--- config.mk ---
export PLATFORM = sky130hd
export DESIGN_NAME = gin_multicast_net
export DESIGN_NICKNAME = d
export VERILOG_FILES = /design/src/rtl/gin_pkg.sv /design/src/rtl/gin_id_match.sv /design/src/rtl/gin_multicast_net.sv
export SDC_FILE = /design/constraint.sdc
export NUM_CORES = 2
export LEC_CHECK = 0
export CORE_MARGIN = 8
export CORE_UTILIZATION = 35
export CTS_CLUSTER_SIZE = 14
export DETAILED_ROUTE_END_ITERATION = 10
export HOLD_SLACK_MARGIN = 0.1
export PLACE_DENSITY = 0.51
export SKIP_LAST_GASP = 1
export SYNTH_ARGS = -nofsm -noshare
export SYNTH_HDL_FRONTEND = slang
export SYNTH_HIERARCHICAL = 1
export SYNTH_SLANG_ARGS = --single-unit
--- constraint.sdc ---
create_clock -name clk -period 16.11 [get_ports clk]
set_clock_uncertainty 0.1 [all_clocks]
set_input_delay 4.0275 -clock clk [delete_from_list [all_inputs] [get_ports clk]]
set_output_delay 4.0275 -clock clk [all_outputs]
set_load 0.01 [all_outputs]
--- src/rtl/gin_pkg.sv ---
// Shared types and constants for the global input network (GIN) multicast fabric.
package gin_pkg;

  typedef enum logic [1:0] {
    StUncfg,
    StLoadRow,
    StLoadCol,
    StRun
  } gin_state_e;

  localparam int unsigned DropCntW = 16;

  // All-ones tag: broadcast when used as a tag, disable when loaded as an ID.
  function automatic logic [31:0] bcast_id(input int unsigned id_w);
    return (32'd1 << id_w) - 32'd1;
  endfunction

endpackage

--- src/rtl/gin_id_match.sv ---
// Tag/ID comparator: a BCAST tag hits every enabled ID, a BCAST ID never hits.
module gin_id_match
  import gin_pkg::*;
#(
  parameter int unsigned ID_W = 5
) (
  input  logic [ID_W-1:0] id_i,
  input  logic [ID_W-1:0] tag_i,
  output logic            hit_o
);

  localparam logic [ID_W-1:0] Bcast = ID_W'(bcast_id(ID_W));

  always_comb begin
    hit_o = (id_i != Bcast) && ((tag_i == Bcast) || (tag_i == id_i));
  end

endmodule

--- src/rtl/gin_multicast_net.sv ---
// GIN multicast network: scan-loaded row/column IDs, one holding register,
// all-targets-ready delivery and a saturating count of words that had no target.
module gin_multicast_net
  import gin_pkg::*;
#(
  parameter int unsigned ROWS   = 12,
  parameter int unsigned COLS   = 14,
  parameter int unsigned DATA_W = 16,
  parameter int unsigned ID_W   = 5
) (
  input  logic                   clk,
  input  logic                   rst,
  input  logic                   cfg_start,
  input  logic                   cfg_id_valid,
  input  logic [ID_W-1:0]        cfg_id,
  output logic                   cfg_busy,
  output logic                   cfg_done,
  input  logic                   in_valid,
  output logic                   in_ready,
  input  logic [DATA_W-1:0]      in_data,
  input  logic [ID_W-1:0]        in_row_tag,
  input  logic [ID_W-1:0]        in_col_tag,
  output logic [ROWS*COLS-1:0]   pe_valid,
  input  logic [ROWS*COLS-1:0]   pe_ready,
  output logic [DATA_W-1:0]      pe_data,
  output logic [DropCntW-1:0]    drop_cnt
);

  localparam int unsigned NumPe   = ROWS * COLS;
  localparam int unsigned LdW     = (NumPe > 1) ? $clog2(NumPe) : 1;
  localparam int unsigned RowIdxW = (ROWS > 1) ? $clog2(ROWS) : 1;

  gin_state_e          state_q, state_d;
  logic [LdW-1:0]      ld_cnt_q, ld_cnt_d;
  logic [ID_W-1:0]     row_id_q [ROWS];
  logic [ID_W-1:0]     row_id_d [ROWS];
  logic [ID_W-1:0]     col_id_q [NumPe];
  logic [ID_W-1:0]     col_id_d [NumPe];
  logic                cfg_done_q, cfg_done_d;
  logic                hold_valid_q, hold_valid_d;
  logic [DATA_W-1:0]   hold_data_q, hold_data_d;
  logic [ID_W-1:0]     hold_row_q, hold_row_d;
  logic [ID_W-1:0]     hold_col_q, hold_col_d;
  logic [DropCntW-1:0] drop_cnt_q, drop_cnt_d;

  logic [ROWS-1:0]  row_hit;
  logic [NumPe-1:0] col_hit;
  logic [NumPe-1:0] target;
  logic             fire;
  logic             start_ok;
  logic             accept;

  for (genvar r = 0; r < ROWS; r++) begin : g_row
    gin_id_match #(
      .ID_W (ID_W)
    ) u_row_match (
      .id_i  (row_id_q[r]),
      .tag_i (hold_row_q),
      .hit_o (row_hit[r])
    );
  end

  for (genvar i = 0; i < NumPe; i++) begin : g_pe
    gin_id_match #(
      .ID_W (ID_W)
    ) u_col_match (
      .id_i  (col_id_q[i]),
      .tag_i (hold_col_q),
      .hit_o (col_hit[i])
    );
    assign target[i] = row_hit[i / COLS] && col_hit[i];
  end

  // A reload request beats a new word; it is only taken with the holding register empty.
  always_comb begin
    fire     = hold_valid_q && (&(~target | pe_ready));
    start_ok = cfg_start && ((state_q == StUncfg) || ((state_q == StRun) && !hold_valid_q));
    in_ready = (state_q == StRun) && !start_ok && (!hold_valid_q || fire);
    accept   = in_valid && in_ready;
  end

  always_comb begin
    state_d    = state_q;
    ld_cnt_d   = ld_cnt_q;
    row_id_d   = row_id_q;
    col_id_d   = col_id_q;
    cfg_done_d = 1'b0;
    if (start_ok) begin
      state_d  = StLoadRow;
      ld_cnt_d = '0;
    end else begin
      unique case (state_q)
        StLoadRow: begin
          if (cfg_id_valid) begin
            row_id_d[ld_cnt_q[RowIdxW-1:0]] = cfg_id;
            if (ld_cnt_q == LdW'(ROWS - 1)) begin
              state_d  = StLoadCol;
              ld_cnt_d = '0;
            end else begin
              ld_cnt_d = ld_cnt_q + 1'b1;
            end
          end
        end
        StLoadCol: begin
          if (cfg_id_valid) begin
            col_id_d[ld_cnt_q] = cfg_id;
            if (ld_cnt_q == LdW'(NumPe - 1)) begin
              state_d    = StRun;
              ld_cnt_d   = '0;
              cfg_done_d = 1'b1;
            end else begin
              ld_cnt_d = ld_cnt_q + 1'b1;
            end
          end
        end
        default: ;
      endcase
    end
  end

  always_comb begin
    hold_valid_d = hold_valid_q;
    hold_data_d  = hold_data_q;
    hold_row_d   = hold_row_q;
    hold_col_d   = hold_col_q;
    drop_cnt_d   = drop_cnt_q;
    if (accept) begin
      hold_valid_d = 1'b1;
      hold_data_d  = in_data;
      hold_row_d   = in_row_tag;
      hold_col_d   = in_col_tag;
    end else if (fire) begin
      hold_valid_d = 1'b0;
    end
    if (fire && (target == '0) && (drop_cnt_q != '1)) begin
      drop_cnt_d = drop_cnt_q + 1'b1;
    end
  end

  always_comb begin
    cfg_busy = (state_q == StLoadRow) || (state_q == StLoadCol);
    cfg_done = cfg_done_q;
    pe_valid = {NumPe{hold_valid_q}} & target;
    pe_data  = hold_data_q;
    drop_cnt = drop_cnt_q;
  end

  always_ff @(posedge clk) begin
    if (rst) begin
      state_q      <= StUncfg;
      ld_cnt_q     <= '0;
      row_id_q     <= '{default: '0};
      col_id_q     <= '{default: '0};
      cfg_done_q   <= 1'b0;
      hold_valid_q <= 1'b0;
      hold_data_q  <= '0;
      hold_row_q   <= '0;
      hold_col_q   <= '0;
      drop_cnt_q   <= '0;
    end else begin
      state_q      <= state_d;
      ld_cnt_q     <= ld_cnt_d;
      row_id_q     <= row_id_d;
      col_id_q     <= col_id_d;
      cfg_done_q   <= cfg_done_d;
      hold_valid_q <= hold_valid_d;
      hold_data_q  <= hold_data_d;
      hold_row_q   <= hold_row_d;
      hold_col_q   <= hold_col_d;
      drop_cnt_q   <= drop_cnt_d;
    end
  end

endmodule

==> metrics.txt <==
status finished clean; Switching Power 1.23 mW; Worst Hold Class flop to flop; drt total wl 247000 µm; CTS root buffer clkbuf_16; syn avg cell area 7.02 µm²; initial antenna violation count 9; Setup violations, final 0; Max Fclk 83.7 MHz; number of global-route vias before repair 56441; layout cells sized above 1 5.03%; I/O Pins 407; Min-Delay Endpoint pe_data[3]; DIE HEIGHT 419 µm; Gate power share 4.3%; flops & latches, synth 954; Routed Antenna Nets 0; # rows 147; first-pass GRT wire length 364000 µm; type of origin of the critical path input port; Tightest Pin Transition 1.27 ns; sequential share of power 45.4%; dpl hpwl 158000 µm; DRC viols 0; Max Slew Vio Count 0; sw frac 23.7%; Hold Slack 0.369 ns; yosys warns 6; total CTS buffers 114; CTS Hold Bufs 0; GPL Wtd Cong 0.934; Cell variety after synth 56; post_cts resized 0; DR iter-0 viols 5571; Hold Vio Cnt, Final 0; r2r worst-path depth 14; DRT Pass-1 Iters 6; CP arrival 7.82 ns; die width 419 µm; Final Util 41.8%; Placed Area 63400 µm²; Clk pin slew, worst setup/hold paths 0.06 ns; PD cells 77.5 nW/µm²; Area Overhead vs Synth 18.3%; Seq/Total Area, Yosys 33.7%; postcts setup bufs 0; ys async rst share 0%; Slew HR 15.0%; post-synthesis cell area 56700 µm²; Synth Instances 8083; All-Layer GR Usage 26.4%; CTS tree done; Design Area, Final 67100 µm²; largest net degree at the start of global routing 211; number of max-cap violations 0; Internal 3.97 mW; Longest Clk Path Bufs 3; part of the power in the clock network 50.3%; Final Critical Period 11.95 ns; Worst Hold Depth 2; Core ar. 161000 µm²; H-tree levels 3; worst-path maximum fanout 28; vias per cell 5.74; Worst setup EP type output port; Pleak 27.0 nW; initial core utilization 35.3%; FILL cells 16647; Worst-Skew Late Latency 0.73 ns; clk sink count 954; unrepaired setup endpoints after global routing no; HP Start pe_data[3]; syn_nets 8296; GR Overflow Total 0; Power Total 5.20 mW; crit path kind input port to output port; Crit path required time 11.98 ns; overall die area 175000 µm²; via count 60571; number of enable flip-flop cells after synthesis 0; worst r2r src hold_col_q[0]; crit share post-route 74.2%; top_reg_cell synth dfxtp_1; R2R setup slack 9.30 ns; Port Buffers 406; RR Endpoint drop_cnt[12]; setup_tns 0 ns; Max IR drop VDD 0.0000944 V; nets 8507; routed length per instance 23.4 µm
==> logic make-up (layout without fill, tap and decap cells) <==
family / Yosys count / after routing / share of synthesized area, %
compound gates: 2299 / 2299 / 23.7
flops: 954 / 954 / 33.7
fa+ha+maj: 9 / 9 / 0.198
mux: 93 / 93 / 1.64
buf+inv: 1282 / 1583 / 8.52
xor+xnor: 199 / 199 / 3.07
other cells: 0 / 12 / 0
simple gates: 3247 / 3247 / 29.2
==> worst max-delay path by stage <==
stage | cells past startpoint | startpoint | to
global route | 8 | pe_ready[52] | in_ready
finish | 8 | pe_ready[7] | in_ready
detailed placement | 8 | pe_ready[7] | in_ready
floorplan | 13 | hold_col_q[4] | in_ready
global placement | 8 | pe_ready[7] | in_ready
CTS | 8 | pe_ready[7] | in_ready
==> stage by stage <==
step	cells	setup WS [ns]
finish	10556	4.16
global route	10546	4.16
CTS	10544	4.17
detailed placement	10338	4.18
global placement	10338	4.12
floorplan	8083	0.947
==> layer usage <==
metal	track usage, %	share of wire, %
met4	16.3	6.6
met1	33.9	42
met2	42.5	45
met5	0	0
met3	3.08	5.5
==> layout make-up <==
cell class                 instances  area, µm²  share of cell area (%)
clock buffer                     174       3450                    5.14
tap                             2160       2700                    4.03
antenna                           12       30.0                  0.0447
clock inverter                    32        304                   0.453
inverter                         805       3020                    4.50
sequential                       954      19100                    28.5
multi-input combinational       5847      33000                    49.2
timing repair buffer             572       5470                    8.15
==> power by group through the flow <==
| stage | sequential (mW) | combinational (mW) | clock, mW |
|---|---|---|---|
| after global placement | 2.41 | 0.221 | 0 |
| after floorplan | 2.41 | 0.0905 | 0 |
| after detailed placement | 2.41 | 0.221 | 0 |
| after CTS | 2.36 | 0.222 | 2.68 |
| after global routing | 2.36 | 0.230 | 2.76 |
| final | 2.36 | 0.225 | 2.62 |
==> registers in the layout, summed over array words and instances, names as in the netlist <==
register,flops
col_id_q,840
row_id_q,60
drop_cnt,16
pe_data,16
ld_cnt_q,8
hold_col_q,5
hold_row_q,5
state_q,2
cfg_done,1
hold_valid_q,1
==> cell usage after synthesis (all sizes together), types with 182 or more instances <==
library cell    n  area (µm²)
nor2b         574        3590
dfxtp         954       19100
nand3         476        2380
o21ai         637        3190
a21oi         995        4980
o22ai         411        2570
and3          353        2210
or4           189        1420
nand4         201        1260
nand2         932        3500
inv           805        3020
xor2          182        1590
clkbuf        470        1760
nor2          436        1640
==> placed cells by master, fill, tap and decap left out, types with 6 or more instances in the layout <==
cell type	n
dfxtp_1	948
xor2_1	182
buf_4	155
xnor2_1	17
nand2_2	10
nor3_1	10
nor2_1	434
a21oi_1	981
inv_1	804
a21oi_2	9
diode_2	12
nor4_2	6
nand4_1	201
clkdlybuf4s50_1	400
nor4_1	17
or4_1	188
o22ai_1	410
nand2b_1	27
nor2b_1	573
nand3_1	471
clkinv_2	25
mux2i_1	92
and3_1	353
ha_1	9
nand2_1	921
o21ai_0	611
a2111o_1	180
dfxtp_4	6
a22oi_1	11
clkbuf_1	26
clkbuf_8	36
o2111ai_1	34
clkbuf_16	117
buf_12	11
o21ai_1	26
==> critical path, cell delays in order <==
cell and delay [ns]:
clkdlybuf4s50_1 0.47, o22ai_1 0.17, nor4_4 0.89, nand4_1 0.19
or4_4 0.84, o31a_4 0.56, inv_1 0.10, clkdlybuf4s50_1 0.54
No activity file was read; power rests on OpenSTA's default activity.
